File: config.mk
export PLATFORM = sky130hd
export DESIGN_NAME = commit_unit
export DESIGN_NICKNAME = d
export VERILOG_FILES = /design/src/rtl/commit_unit.sv
export SDC_FILE = /design/constraint.sdc
export NUM_CORES = 1
export LEC_CHECK = 0
export BUFFER_PORTS_ARGS = -buffer_cell sky130_fd_sc_hd__clkbuf_2
export CORE_ASPECT_RATIO = 0.6
export CORE_MARGIN = 3
export CORE_UTILIZATION = 48
export CTS_BUF_LIST = sky130_fd_sc_hd__clkbuf_4 sky130_fd_sc_hd__clkbuf_8 sky130_fd_sc_hd__clkbuf_16
export CTS_CLUSTER_DIAMETER = 30
export DETAILED_ROUTE_END_ITERATION = 10
export HOLD_SLACK_MARGIN = 0.12
export PLACE_DENSITY = 0.8
export SLEW_MARGIN = 25
export SYNTH_ARGS = -nofsm -noshare
export SYNTH_HDL_FRONTEND = slang
export SYNTH_SLANG_ARGS = --single-unit
File: constraint.sdc
create_clock -name clock -period 2.4 [get_ports clock]
set_clock_uncertainty 0.1 [all_clocks]
set_input_delay 0.24 -clock clock [delete_from_list [all_inputs] [get_ports clock]]
set_output_delay 0.24 -clock clock [all_outputs]
set_load 0.005 [all_outputs]
File: src/rtl/commit_unit.sv
// ============================================================================
// Module   : commit_unit
// Purpose  : In-order retirement stage downstream of the ROB. Retires the ROB
//            head each cycle it is valid and ready, writes the register file,
//            releases map-table entries, performs stores over a req/ack
//            memory handshake, and stops retiring once a halt has retired.
// Ports    : clock/reset           - clock, synchronous active-high reset
//            head_*                - ROB head entry (valid/ready/flags/data)
//            mem_ack               - memory completed the outstanding store
//            commit                - head retires this cycle
//            rf_wr_*               - register-file write port
//            mt_clear_*            - map-table release port
//            mem_req/addr/data     - store request, held until ack
//            halted                - a halt instruction has retired
//            retired_count         - instructions retired since reset
//            store_count           - stores retired since reset
// Revision : 1.0 - initial release
// ============================================================================
`default_nettype none

module commit_unit #(
    parameter int XLEN        = 32,
    parameter int ROB_TAG_LEN = 4,
    parameter int CNT_WIDTH   = 32
) (
    input  logic                   clock,
    input  logic                   reset,
    input  logic                   head_valid,
    input  logic                   head_ready,
    input  logic                   head_wr_mem,
    input  logic                   head_halt,
    input  logic [4:0]             head_dest_reg,
    input  logic [XLEN-1:0]        head_value,
    input  logic [XLEN-1:0]        head_addr,
    input  logic [ROB_TAG_LEN-1:0] head_tag,
    input  logic                   mem_ack,
    output logic                   commit,
    output logic                   rf_wr_en,
    output logic [4:0]             rf_wr_idx,
    output logic [XLEN-1:0]        rf_wr_data,
    output logic                   mt_clear_en,
    output logic [4:0]             mt_clear_reg,
    output logic [ROB_TAG_LEN-1:0] mt_clear_tag,
    output logic                   mem_req,
    output logic [XLEN-1:0]        mem_addr,
    output logic [XLEN-1:0]        mem_data,
    output logic                   halted,
    output logic [CNT_WIDTH-1:0]   retired_count,
    output logic [CNT_WIDTH-1:0]   store_count
);

    typedef enum logic [1:0] {
        IDLE    = 2'd0,
        ST_WAIT = 2'd1,
        HALTED  = 2'd2
    } state_t;

    state_t                 r_state;
    state_t                 w_state_n;
    logic [XLEN-1:0]        r_st_addr;
    logic [XLEN-1:0]        r_st_data;
    logic [CNT_WIDTH-1:0]   r_retired;
    logic [CNT_WIDTH-1:0]   r_stores;

    logic                   w_head_ok;
    logic                   w_latch;       // capture store address/data
    logic                   w_store_done;  // store acked and retiring

    assign w_head_ok = head_valid & head_ready;

    // ------------------------------------------------------------------
    // Next-state and output decode. Everything is forced to 0 while reset
    // is high so an in-flight store request drops in the reset cycle.
    // ------------------------------------------------------------------
    always_comb begin
        w_state_n    = r_state;
        w_latch      = 1'b0;
        w_store_done = 1'b0;
        commit       = 1'b0;
        rf_wr_en     = 1'b0;
        rf_wr_idx    = 5'd0;
        rf_wr_data   = '0;
        mt_clear_en  = 1'b0;
        mt_clear_reg = 5'd0;
        mt_clear_tag = '0;
        mem_req      = 1'b0;
        mem_addr     = '0;
        mem_data     = '0;
        halted       = 1'b0;

        if (!reset) begin
            case (r_state)
                IDLE: begin
                    if (w_head_ok) begin
                        // Halt wins over the store flag: never issued to memory.
                        if (head_halt) begin
                            commit    = 1'b1;
                            w_state_n = HALTED;
                        end else if (head_wr_mem) begin
                            w_latch   = 1'b1;
                            w_state_n = ST_WAIT;
                        end else begin
                            commit       = 1'b1;
                            // x0 is hardwired; neither write it nor release it.
                            rf_wr_en     = (head_dest_reg != 5'd0);
                            rf_wr_idx    = head_dest_reg;
                            rf_wr_data   = head_value;
                            mt_clear_en  = (head_dest_reg != 5'd0);
                            mt_clear_reg = head_dest_reg;
                            mt_clear_tag = head_tag;
                        end
                    end
                end
                ST_WAIT: begin
                    // Head inputs are ignored here; the request comes from
                    // the latches so it stays stable until acknowledged.
                    mem_req  = 1'b1;
                    mem_addr = r_st_addr;
                    mem_data = r_st_data;
                    if (mem_ack) begin
                        commit       = 1'b1;
                        w_store_done = 1'b1;
                        w_state_n    = IDLE;
                    end
                end
                HALTED: begin
                    halted = 1'b1;
                end
                default: begin
                    w_state_n = IDLE;
                end
            endcase
        end
    end

    // ------------------------------------------------------------------
    // State, store latches and retirement counters.
    // ------------------------------------------------------------------
    always_ff @(posedge clock) begin
        if (reset) begin
            r_state   <= IDLE;
            r_st_addr <= '0;
            r_st_data <= '0;
            r_retired <= '0;
            r_stores  <= '0;
        end else begin
            r_state <= w_state_n;
            if (w_latch) begin
                r_st_addr <= head_addr;
                r_st_data <= head_value;
            end
            if (commit) begin
                r_retired <= r_retired + 1'b1;
            end
            if (w_store_done) begin
                r_stores <= r_stores + 1'b1;
            end
        end
    end

    assign retired_count = r_retired;
    assign store_count   = r_stores;

endmodule

`default_nettype wire

Word-level counts from Yosys, hierarchy flattened --
Cells that the tools add are included.
Word-level totals: flip-flop bits (word level) 130, input bits 80, logic and storage cells 63
Cells by class: add/subtract/negate cells 2, equal/unequal tests 5, mux-type cells 46, bitwise logic cells 2, reductions and logical operators 3
Operator list (count):
- 32-bit 2-to-1 mux | 9
- 32-bit by 1-bit adder with 32-bit output (second input constant) | 2
- 5-bit 2-to-1 mux | 5
- 1-bit 2-to-1 mux | 21
- 4-bit 2-to-1 mux | 5
- 2-bit 2-to-1 mux | 4
- 2-bit case mux with 3 select lines | 1
- 5-bit nonzero test | 1
- 2-bit != test (second input constant) | 2
- 4-bit AND reduction | 1
- 3-bit != test (second input constant) | 1
- 2-bit by 1-bit equality test with 1-bit output (second input constant) | 1
- 2-bit equality test (second input constant) | 1
- 2-bit zero test | 1
- 1-bit case mux with 2 select lines | 1
- 1-bit AND | 1
- 1-bit inverter | 1

Longest topological paths before layout --
depth after elaboration 6, mapped depth 8, depth with buffers taken out 5

Worst setup path before layout --
OpenSTA, ideal clock, no wires.
kind reg2out, start point reg r_state[0], end point out rf_wr_idx[0], data arrival time 1.785 ns, data required time 2.060 ns, path slack 0.275 ns, cell stages (with the launch flop) 8, buffers on the path 3, path through dfxtp_1 > buf_2 > or3_1 > or3_1 > nor2_1 > buf_2 > and2_1 > buf_4
Between the ends: cells in the longest elaborated chain, start to end 3
Ends and longest elaborated chain:
- from (decl) | RTL line 58 | state_t r_state;
- from (signal assigned) | RTL line 147 | r_state <= w_state_n;
- 2-bit zero test
- 5-bit 2-to-1 mux (2 in series)
- to (decl) | RTL line 39 | output logic [4:0] rf_wr_idx,
Every way passes these cells.

Final worst setup path --
start point reg r_state[0], end point out mt_clear_en
Between the ends: cells in the longest elaborated chain, start to end 3
Ends and longest elaborated chain:
- 2-bit zero test | RTL line 92 | case (r_state)
- 1-bit 2-to-1 mux | RTL line 92
- 1-bit 2-to-1 mux | RTL line 91 | if (!reset) begin
- to (decl) | RTL line 41 | output logic mt_clear_en,
Every way passes these cells.

==> metrics.txt <==
gr usage total=27.0%; Seq pwr share=41.2%; outcome=finished, violations left; layout cells sized above 1=between 30 and 40%; CP max stage cell=or3_1; largest net degree at the start of global routing=65; Util after Layout=74.0%; Wirelength per Cell=15.3 um; Int Pwr=4.22 mW; Max Transition Viols Final=0; synthesized net count=865; Max clock buf depth=2; crit-path cells=or3_1 -> or3_4 -> nor2_4 -> buf_4 -> buf_16 -> o21a_1 -> clkbuf_2; DP Area=7710 sq um; Arr. time, crit path=2140 ps; antenna-violating nets left=0; via count=about 6600; ratio of final minimum period to clock period=103%; hold slack=~200 ps; CP max FO=5; Gate Count Post-Synth=783; Syn Std Cell Area=around 6200 sq um; Async S/R FF share, synth=0%; DP Cell Count=1172; top cell type's share of synthesized area=between 40% and 50%; area leader, netlist=dfxtp_1; Bufs and invs on worst path=3; PwrDens=583 nW/um^2; RSZ-0062 raised after global routing=yes; total leakage power=3.83 nW; Synth area leaders=dfxtp_1 42%, nor2_1 8.0%, nand2b_1 6.9%, xnor2_1 6.6%, nand2_1 5.2%; CP top delay family=simple AND/OR/NAND/NOR gates; drt drc=0; CP startpoint kind=flop; Cell variety after synth=44; Routed Wire Length=19600 um; hold crit path type=input port to flop; Non-Filler Instances=approximately 1300; iteration count of the initial detailed-routing pass=7; die height=94.2 um; Syn Area/Cell=7.95 sq um; Peak VDD IR=between 0.4 and 0.5 mV; antenna violations before repair=0; Worst-path clk slew=roughly 60 ps; Die Wd=approximately 150 um; max-cap viol count=0; TritonCTS clock tree=done; vias in the first global route=6318; WS Path Type=flop to output port; Final WS setup=-82.7 ps; Critical Path Source=r_state[0]; root buffer cell=clkbuf_16; Synth Flop Type=dfxtp_1; r2r setup slk=220 ps; clock power share=52.2%; peak per-stage delay on the critical path=370 ps; Final Hold Vio Count=0; P&R area growth vs syn=47.2%; Worst setup EP type=output port; GRT overflow=0; fin crit period=2480 ps; Diodes inserted=0; drt initial violations=455; post-synthesis register bit count=130; Design Area, Final=between 9000 and 10000 sq um; sequential share of the synthesized area=between 40% and 50%; # port buffers=258; total power=about 5.3 mW; Core Region=12400 sq um; first-pass GRT wire length=31900 um; switching portion of total power=20.9%; Clock Sinks=130; H-tree depth=4; Final #Nets=1183; combinational power share=6.6%; Rows=31; most frequent cell after synthesis=nor2_1; worst-margin pin slew=536 ps; final setup violation count=38; DR vias/cell=5.17; Num CTS Buffers=17; WP data required=2060 ps; I/O pin cnt=259; Initial Util=50.3%; NetSw=1.12 mW; Post-synth EDFFs=0; Final HPWL DP=12700 um; Die Area=14400 sq um; Fillers=900; top cell types by occurrence after synthesis=133 x nor2_1, 130 x dfxtp_1, 87 x nand2_1; failing checks=setup timing; max frequency=0.403 GHz; gpl congestion=0.865; Slew Limit Headroom=approximately 64%; worst hold start=reset; Clk Latency, worst-skew pair=roughly 400 ps; reg2reg start=store_count[11]; synth warn=0
## routing by layer
layer	global-route usage, %	up-vias	part of all wire, %	wire length (um)
met5	0	-	0	0
met4	7.34	0	1.2	239
met3	6.81	27	7.0	1380
met2	44.7	275	46	8940
met1	35.4	3062	46	9010
li1	-	3249	-	-
## stage by stage
stage,setup TNS (ps),setup WS [ps]
finish,-2140,-82.7
global route,-6370,-167
CTS,-4020,-118
detailed placement,0,223
global placement,0,263
floorplan,0,275
## path summary, 6_finish.rpt
kind / endpoint / cells after the start
min reg2reg: r_st_data[2] / 2
max reg2reg: store_count[25] / 5
max: mt_clear_en / 7
min: retired_count[7] / 3
## power groups by stage
| stage | Clock, mW | Sequential [mW] | Combinational (mW) |
|---|---|---|---|
| CTS | 2.84 | 2.20 | 0.343 |
| detailed placement | 0 | 2.24 | 0.244 |
| floorplan | 0 | 2.24 | 0.121 |
| finish | 2.79 | 2.20 | 0.353 |
| global route | 2.95 | 2.20 | 0.380 |
| global placement | 0 | 2.24 | 0.244 |
## registers in the layout (all words and copies together), names as in the netlist
signal         count
r_st_addr         32
r_st_data         32
retired_count     32
store_count       32
r_state            2
## final cells by class
type / instances / area [sq um] / area share, %
Clock buffer: 21 / 474 / 5.18
Clock inverter: 11 / 176 / 1.93
Inverter: 11 / 41.3 / 0.451
Multi-Input combinational cell: 587 / 3350 / 36.6
Sequential cell: 130 / 2610 / 28.5
Tap cell: 165 / 206 / 2.25
Timing Repair Buffer: 354 / 2300 / 25.1
## worst reg2reg max path, stage by stage, from the launching register on
cell	delay [ps]
dfxtp_1	410
nand4_2	220
or4_1	820
nor4_4	310
xnor2_1	150
nor2_1	50
## timing repair
item	in CTS	in global routing
pin swaps	0	1
hold endpoints to repair	66	0
setup endpoints to repair	48	86
hold buffers	68	0
cloned	3	0
gates resized for setup	7	8
setup buffers	4	2
## logic make-up (layout without fill, tap and decap cells)
family / after synthesis / in the layout / share of synthesized area (%)
fa+ha+maj: 2 / 2 / 0.402
xor+xnor: 56 / 56 / 7.88
compound gates: 79 / 79 / 7.10
flops: 130 / 130 / 41.8
simple gates: 448 / 448 / 37.5
buf+inv: 66 / 397 / 4.93
mux: 2 / 2 / 0.342
## layout by cell type (no fill, tap or decap), types with 9 or more instances in the layout
cell and n:
nand4_1 16, nor4_1 16, nand2b_1 68, clkbuf_2 257
o21ai_1 64, dlygate4sd3_1 68, nand3_1 19, xor2_1 9
inv_1 11, and2_1 39, nor2_1 131, buf_4 19
clkbuf_16 17, nor3_1 18, xnor2_1 47, and4_1 9
dfxtp_1 129, nand2_1 87
Note: power is estimated with default switching activity, not from simulation.
